[config.mk]
export PLATFORM = sky130hd
export DESIGN_NAME = hex_line_sequencer
export DESIGN_NICKNAME = d
export VERILOG_FILES = /design/src/rtl/hex_line_sequencer.sv
export SDC_FILE = /design/constraint.sdc
export NUM_CORES = 1
export LEC_CHECK = 0
export ABC_CLOCK_PERIOD_IN_PS = 6000
export BUFFER_PORTS_ARGS = -buffer_cell sky130_fd_sc_hd__buf_2
export CORE_MARGIN = 5
export CORE_UTILIZATION = 35
export CTS_BUF_LIST = sky130_fd_sc_hd__clkbuf_16
export CTS_CLUSTER_SIZE = 8
export DETAILED_ROUTE_END_ITERATION = 8
export GPL_TIMING_DRIVEN = 0
export HOLD_SLACK_MARGIN = 0.15
export REMOVE_ABC_BUFFERS = 1
export SLEW_MARGIN = 10
export SYNTH_ARGS = -nofsm -noshare
export SYNTH_HDL_FRONTEND = slang
export SYNTH_SLANG_ARGS = --single-unit
[constraint.sdc]
create_clock -name clk -period 6 [get_ports clk]
set_clock_uncertainty 0.1 [all_clocks]
set_input_delay 0.6 -clock clk [delete_from_list [all_inputs] [get_ports clk]]
set_output_delay 0.6 -clock clk [all_outputs]
set_load 0.02 [all_outputs]
[src/rtl/hex_line_sequencer.sv]
// Record-to-text line sequencer: (addr, data) -> "AAAA:DD\r\n".
// One shared nibble encoder; registered byte-stream output.

module hex_nibble_enc (
  input  logic [3:0] nib,
  output logic [7:0] ch
);

  // 0-9 map to '0'-'9', A-F map to 'A'-'F'
  always_comb begin
    if (nib < 4'd10) ch = 8'h30 + {4'h0, nib};
    else             ch = 8'h37 + {4'h0, nib};
  end

endmodule

module hex_line_sequencer #(
  parameter int ADDR_NIBBLES = 4,
  parameter int DATA_NIBBLES = 2,
  parameter int COUNT_WIDTH  = 16
) (
  input  logic                      clk,
  input  logic                      reset,
  input  logic                      in_valid,
  output logic                      in_ready,
  input  logic [ADDR_NIBBLES*4-1:0] in_addr,
  input  logic [DATA_NIBBLES*4-1:0] in_data,
  output logic                      tx_valid,
  input  logic                      tx_ready,
  output logic [7:0]                tx_byte,
  output logic                      busy,
  output logic [COUNT_WIDTH-1:0]    line_count
);

  localparam int AW   = ADDR_NIBBLES * 4;
  localparam int DW   = DATA_NIBBLES * 4;
  localparam int MAXN = (ADDR_NIBBLES > DATA_NIBBLES) ?
                        ADDR_NIBBLES : DATA_NIBBLES;
  localparam int IW   = (MAXN > 1) ? $clog2(MAXN) : 1;

  localparam logic [IW-1:0] ALAST = IW'(ADDR_NIBBLES - 1);
  localparam logic [IW-1:0] DLAST = IW'(DATA_NIBBLES - 1);

  typedef enum logic [2:0] {
    IDLE,
    ADDR,
    COLON,
    DATA,
    CR,
    LF
  } state_t;

  state_t        state;
  logic [AW-1:0] haddr;
  logic [DW-1:0] hdata;
  logic [IW-1:0] idx;
  logic          xfer;
  logic [3:0]    nib;
  logic [7:0]    enc;
  logic [AW-1:0] ash;
  logic [DW-1:0] dsh;
  int            apos;
  int            dpos;

  assign in_ready = (state == IDLE);
  assign busy     = (state != IDLE);
  assign xfer     = tx_valid && tx_ready;

  hex_nibble_enc u_enc (
    .nib (nib),
    .ch  (enc)
  );

  // Select the nibble for the character loaded on the next transfer
  always_comb begin
    ash  = '0;
    dsh  = '0;
    nib  = '0;
    apos = ADDR_NIBBLES - 2 - int'(idx);
    dpos = DATA_NIBBLES - 2 - int'(idx);
    if (apos < 0) apos = 0;
    if (dpos < 0) dpos = 0;
    case (state)
      IDLE: begin
        ash = in_addr >> (4 * (ADDR_NIBBLES - 1));
        nib = ash[3:0];
      end
      ADDR: begin
        ash = haddr >> (4 * apos);
        nib = ash[3:0];
      end
      COLON: begin
        dsh = hdata >> (4 * (DATA_NIBBLES - 1));
        nib = dsh[3:0];
      end
      DATA: begin
        dsh = hdata >> (4 * dpos);
        nib = dsh[3:0];
      end
      default: nib = '0;
    endcase
  end

  // Line FSM with registered character output and line counter
  always_ff @(posedge clk) begin
    if (reset) begin
      state      <= IDLE;
      haddr      <= '0;
      hdata      <= '0;
      idx        <= '0;
      tx_valid   <= 1'b0;
      tx_byte    <= 8'h00;
      line_count <= '0;
    end else begin
      case (state)
        IDLE: begin
          if (in_valid) begin
            haddr    <= in_addr;
            hdata    <= in_data;
            idx      <= '0;
            state    <= ADDR;
            tx_valid <= 1'b1;
            tx_byte  <= enc;
          end
        end
        ADDR: begin
          if (xfer) begin
            if (idx == ALAST) begin
              state   <= COLON;
              tx_byte <= 8'h3A;
            end else begin
              idx     <= idx + 1'b1;
              tx_byte <= enc;
            end
          end
        end
        COLON: begin
          if (xfer) begin
            state   <= DATA;
            idx     <= '0;
            tx_byte <= enc;
          end
        end
        DATA: begin
          if (xfer) begin
            if (idx == DLAST) begin
              state   <= CR;
              tx_byte <= 8'h0D;
            end else begin
              idx     <= idx + 1'b1;
              tx_byte <= enc;
            end
          end
        end
        CR: begin
          if (xfer) begin
            state   <= LF;
            tx_byte <= 8'h0A;
          end
        end
        LF: begin
          if (xfer) begin
            state      <= IDLE;
            tx_valid   <= 1'b0;
            line_count <= line_count + 1'b1;
          end
        end
        default: begin
          state    <= IDLE;
          tx_valid <= 1'b0;
        end
      endcase
    end
  end

endmodule

# After elaboration in Yosys (flattened, before gate mapping)
# Index checks and enable logic that the tools add are counted.
[word_totals]
reg_bits = 54
inputBits = 28
output_inout_bits = 27
wordCells = 79
[classes]
n_addsub = 6
order_cmp = 3
n_eq_ne = 17
shifts = 2
mux = 31
n_bitwise = 1
reduce_logical = 12
[ops]
columns = ["op", "n"]
rows = [
  ["8-bit 2-to-1 mux", 8],
  ["30-bit 2-to-1 mux", 2],
  ["8-bit case mux with 5 select lines", 1],
  ["16-bit by 32-bit right shift with 4-bit output", 1],
  ["8-bit by 32-bit right shift with 4-bit output", 1],
  ["3-bit 2-to-1 mux", 8],
  ["2-bit != test, second input constant", 10],
  ["3-bit case mux with 6 select lines", 1],
  ["16-bit by 1-bit adder with 16-bit output, second input constant", 1],
  ["4-bit case mux with 4 select lines", 1],
  ["6-bit by 4-bit adder with 7-bit output, first input constant", 2],
  ["2-bit 2-to-1 mux", 6],
  ["2-bit case mux with 4 select lines", 1],
  ["8-bit AND reduction", 1],
  ["7-bit AND reduction", 1],
  ["3-bit by 2-bit == test with 1-bit output, second input constant", 2],
  ["3-bit == test, second input constant", 2],
  ["3-bit by 1-bit < comparator with 1-bit output, second input constant", 2],
  ["6-bit AND reduction", 1],
  ["5-bit nonzero test", 1],
  ["4-bit < comparator, second input constant", 1],
  ["2-bit AND reduction", 2],
  ["4-bit nonzero test", 1],
  ["4-bit OR reduction", 1],
  ["other kinds (13)", 14],
]

# Longest topological paths before layout
[logic_depth]
depth_word = 10
mapped_depth = 10
depth_no_buf = 10

# Hierarchy
# Synthesis repeated with hierarchy kept, for this count alone.
[unflattened]
cells_unflattened = 333
hier_area_um2 = 2731.4
[modules_own_cells]
columns = ["module", "n_inst", "cells_per_inst", "area_each_um2", "seq_area_each_um2"]
rows = [
  ["hex_line_sequencer", 1, 317, 2625.0, 1081.0],
  ["hex_nibble_enc", 1, 16, 106.4, 0.0],
]

# Least setup slack after synthesis
# No wires, ideal clock.
[synth_timing]
kind = "reg2reg"
from = "reg idx[0]"
to = "reg tx_byte[1]"
setup_ps = 95
arrival_ps = 2194
required_time_ps = 5805
path_slack_ps = 3611
path_stages_with_launch = 9
n_path_buf = 0
period_less_slack_ps = 2389
cell_sequence = "dfxtp_1 ha_1 mux4_1 nand3_1 o211ai_1 inv_1 ha_1 a211o_1 a221oi_1"
[synth_via]
elab_chain_cells = 10
word_cells_on_any_way = 22
cone_classes = "add/sub (4); order compare (3); eq/ne (2); shift (2); mux (11)"
[synth_lines]
columns = ["element", "line_no", "rtl"]
rows = [
  ["start, declared", "56", "logic [IW-1:0] idx;"],
  ["start signal, assigned", "132", "idx <= idx + 1'b1;"],
  ["start signal, assigned", "150", "idx <= idx + 1'b1;"],
  ["2-bit by 2-bit subtractor with 3-bit output or 1-bit by 2-bit subtractor with 3-bit output (tied branches)", "79, 80", ""],
  ["3-bit by 1-bit < comparator with 1-bit output, on equally long branches", "81, 82", ""],
  ["30-bit 2-to-1 mux, on equally long branches", "81, 82", ""],
  ["16-bit by 32-bit right shift with 4-bit output or 8-bit by 32-bit right shift with 4-bit output (tied branches)", "89, 97", ""],
  ["4-bit case mux with 4 select lines", "83", "case (state)"],
  ["6-bit by 4-bit adder with 7-bit output, or another cell as far along", "12", "else ch = 8'h37 + {4'h0, nib};"],
  ["8-bit 2-to-1 mux", "11", "if (nib < 4'd10) ch = 8'h30 + {4'h0, nib};"],
  ["8-bit 2-to-1 mux, on equally long branches", "146, 128", ""],
  ["8-bit 2-to-1 mux, on equally long branches", "145, 127", ""],
  ["8-bit case mux with 5 select lines (*)", "115", "case (state)"],
  ["end signal, assigned", "123", "tx_byte <= enc;"],
  ["end signal, assigned", "141", "tx_byte <= enc;"],
  ["end signal, assigned", "151", "tx_byte <= enc;"],
  ["end, declared", "30", "output logic [7:0] tx_byte,"],
]
# Mark *: on every way between the ends. The rest lies on a longest branch, timed or not. The select of a mux whose other input is x is not followed.
# A chain may end at the register's enable or synchronous reset.

# Final worst setup path
[layout_timing]
from = "reg state[0]"
to = "reg tx_byte[1]"
[layout_via]
elab_chain_cells = 7
word_cells_on_any_way = 24
cone_classes = "add/sub (2); order compare (1); eq/ne (9); mux (9); reduce/logical (3)"
[layout_lines]
columns = ["element", "line_no", "rtl"]
rows = [
  ["start, declared", "53", "state_t state;"],
  ["start signal, assigned", "107", "state <= IDLE;"],
  ["start signal, assigned", "121", "state <= ADDR;"],
  ["start signal, assigned", "129", "state <= COLON;"],
  ["3-bit by 2-bit == test with 1-bit output, or another cell as far along", "-", ""],
  ["4-bit case mux with 4 select lines", "83", ""],
  ["6-bit by 4-bit adder with 7-bit output, or another cell as far along", "12", ""],
  ["8-bit 2-to-1 mux", "11", ""],
  ["8-bit 2-to-1 mux, on equally long branches", "146, 128", ""],
  ["8-bit 2-to-1 mux, on equally long branches", "145, 127", ""],
  ["8-bit case mux with 5 select lines", "115", ""],
]
# Parallel ways exist; a longest one is shown, timed or not. The select of a mux whose other input is x is not followed.

==> impl_metrics.py <==
metrics = {
    "setup_path": {
        "end_kind": "flop",
        "rr_worst_depth": 7,
        "crit_required_ns": 6.09,
        "critPathArrivalTime_ns": 2.90,
        "cp_max_fo": 15,
        "r2r_start": "state[0]$_SDFFE_PP0P_",
        "worst-setup-path-type": "flop to flop",
        "worst_setup_path_start_kind": "flop",
        "r2r_end": "tx_byte[1]$_SDFFE_PP0P_",
        "regToRegSetupSlack_ns": 3.19,
    },
    "sta": {
        "grt_setup_unrepaired": "no",
        "worst_pin_slew_ns": 1.02,
        "max_slew_margin_pct": 32.2,
        "finalSetupViolCount": 0,
        "timing.fmax_ghz": 0.356,
        "min_period_over_period_pct": 46.8,
        "finalWorstSetupSlack_ns": 3.19,
        "hold_viol": 0,
        "slew_violations": 0,
        "fin_tns_setup_ns": 0,
        "post-route-min-period_ns": 2.81,
    },
    "global_route": {
        "grt_first_pass_wirelength_um": 10100,
        "antenna_found_initial": 0,
        "grt_max_degree": 54,
        "grt_pass1_vias": 2194,
        "grt_usage_pct": 12.8,
        "overflow": 0,
    },
    "clock_tree": {
        "root_buffer": "clkbuf_16",
        "cts_tree": "built",
        "insertion_delay_ns": 0.29,
        "clkSinkCount": 53,
        "clk_pin_slew_ns": 0.07,
        "postCtsSetupBuffers": 0,
        "cts-buffers-inserted": 5,
        "cts_hold_buf": 0,
        "post_cts_resized": 0,
        "h-tree-depth": 2,
        "clk_path_buf_depth": 2,
    },
    "detailed_routing": {
        "drt_iter0_markers": 81,
        "wirelength_um": 6000,
        "drtAntennaViolNets": 0,
        "first_pass_iters": 4,
        "drcViolationCount": 0,
        "wl_per_cell_um": 12.9,
        "viasPerCell": 4.94,
        "num_vias": 2295,
    },
    "placement": {
        "gp_congestion": 0.784,
        "port-buffer-count": 53,
        "post-dp-hpwl_um": 4210,
        "dp_slack_ns": 3.22,
    },
    "synth": {
        "synthMuxAreaShare_pct": 7.70,
        "ys_types": 48,
        "ys_ff_latch": 53,
        "synthAdderAreaFrac_pct": 3.28,
        "synth_top_family_by_area": "simple AND/OR/NAND/NOR gates",
        "ys_async_sr_fraction_pct": 0,
        "yosys_most_used_dff": "dfxtp_1",
        "synthSimpleGateAreaFrac_pct": 23.5,
        "ys_warn_count": 0,
        "synth_edf_count": 0,
        "synth_compound_area_share_pct": 15.7,
        "synth-xor-area-share_pct": 4.60,
        "syn_inst": 326,
        "syn_area_per_cell_um2": 8.18,
        "seq_area_frac_synth_pct": 39.8,
        "netlist_area_um2": 2670,
    },
    "min_path": {
        "hold_end": "haddr[6]$_SDFFE_PP0P_",
        "min_path_cells": 2,
        "hold_class": "flop to flop",
        "min-delay-start": "haddr[6]$_SDFFE_PP0P_",
    },
    "status": {
        "status": "finished clean",
    },
    "floorplanning": {
        "die_w_um": 97.3,
        "pin_count": 55,
        "die_y_um": 97.3,
        "initial_utilization_pct": 36.4,
        "dieArea_um2": 9460,
        "rows": 31,
        "fp.coreArea_um2": 7330,
    },
    "pwr": {
        "irDropWorstVdd_uv": 93.9,
        "leakagePower_nw": 1.31,
        "pwr_density_cell_nw_per_um2": 242,
    },
    "final_layout": {
        "area_growth_pct": 16.1,
        "antenna_cells": 0,
        "n_fill_cell": 764,
        "nNetsFinal": 400,
        "layout-drive-gt1-share_pct": 19.7,
    },
    "run": {
        "maxCapViolCount": 0,
    },
}
## report_power, final
part           leakage [nW]  internal [mW]  switching [mW]
clock network        0.0748          0.152           0.125
registers             0.433          0.366          0.0101
logic                 0.801         0.0380          0.0581
## worst max-delay path: stages (launching register included)
cell	delay, ns
dfxtp_1	0.61
nor2b_1	0.57
nand3_4	0.19
o211ai_1	0.34
inv_1	0.10
ha_1	0.28
a211o_1	0.27
a221oi_1	0.25
## state kept, by name (all words and copies together), names as in the netlist
register,flops
haddr,16
hdata,8
idx,2
line_count,16
state,3
tx_byte,7
tx_valid,1
## layer usage
metal	share of wire, %	vias up	global-route usage [%]
met5	0	-	0
met4	2.4	0	5.32
met3	4.6	11	3.59
met2	43	52	19.5
met1	50	1043	17.0
li1	-	1189	-
## worst max path at each step
stage / from / to / slack [ns] / depth (start not counted)
global placement: state[0]$_SDFFE_PP0P_ / tx_byte[1]$_SDFFE_PP0P_ / 3.23 / 7
detailed placement: state[0]$_SDFFE_PP0P_ / tx_byte[1]$_SDFFE_PP0P_ / 3.22 / 7
floorplan: idx[0]$_SDFFE_PP0P_ / tx_byte[1]$_SDFFE_PP0P_ / 3.61 / 8
CTS: state[0]$_SDFFE_PP0P_ / tx_byte[1]$_SDFFE_PP0P_ / 3.20 / 7
global route: state[0]$_SDFFE_PP0P_ / tx_byte[1]$_SDFFE_PP0P_ / 2.98 / 7
finish: state[0]$_SDFFE_PP0P_ / tx_byte[1]$_SDFFE_PP0P_ / 3.19 / 7
## final cells by class
| type | instances | area [um2] | area share (%) |
|---|---|---|---|
| Clock buffer | 5 | 125 | 4.04 |
| Clock inverter | 3 | 13.8 | 0.444 |
| Inverter | 12 | 45.0 | 1.45 |
| Multi-Input combinational cell | 240 | 1460 | 47.2 |
| Sequential cell | 53 | 1060 | 34.3 |
| Tap cell | 99 | 124 | 4.00 |
| Timing Repair Buffer | 53 | 265 | 8.57 |
## cell families after synthesis
family | Yosys count
DFF | 53
adders and majority gates | 7
buffers and inverters | 33
other | 1
muxes | 15
xor gates and xnor gates | 14
and+or+nand+nor | 139
AOI/OAI and AO/OA | 64
## cells in the mapped netlist, drive strengths merged, types with 5 or more instances
cell     n  area share (%)
nand4    5             1.2
ha       7             3.3
nor3     6             1.1
clkbuf  11             1.5
xor2    12             3.9
nand2   70             9.9
dfxtp   53              40
mux2     5             2.3
a21oi   38             7.1
nor2    28             3.9
buf     10             2.1
inv     12             1.7
mux2i    7             2.6
nand3   12             2.7
## through the flow
step / util [%] / power [mW] / hold slack (ns) / std cells / cell area (um2)
floorplan: - / 0.446 / 0.325 / 305 / 2570
global placement: 40.3 / 0.479 / 0.338 / 457 / 2960
detailed placement: 40.3 / 0.481 / 0.346 / 457 / 2960
CTS: 42.2 / 0.760 / 0.355 / 465 / 3100
global route: 42.2 / 0.789 / 0.375 / 465 / 3100
finish: 42.2 / 0.749 / 0.354 / 465 / 3100
## layout by cell type, fill, tap and decap left out, types with 2 or more instances in the layout
master     count
xor2_1        12
a221oi_1       3
xnor2_1        2
nand2_1       70
mux2i_1        7
a31oi_1        4
dfxtp_1       53
and2_1         4
ha_1           7
o211ai_2       2
clkinv_2       2
a211oi_1       2
o211ai_1       2
nand3_1       11
buf_2         53
nor3_1         6
nand2b_1       2
mux4_1         2
nor2b_1        3
clkbuf_16      5
mux2_2         4
a311oi_1       2
nor2_1        28
and3_1         2
inv_1         12
o21ai_0        3
or3_1          3
nand4_1        5
a21oi_1       38
Note: power is estimated with default switching activity, not from simulation.
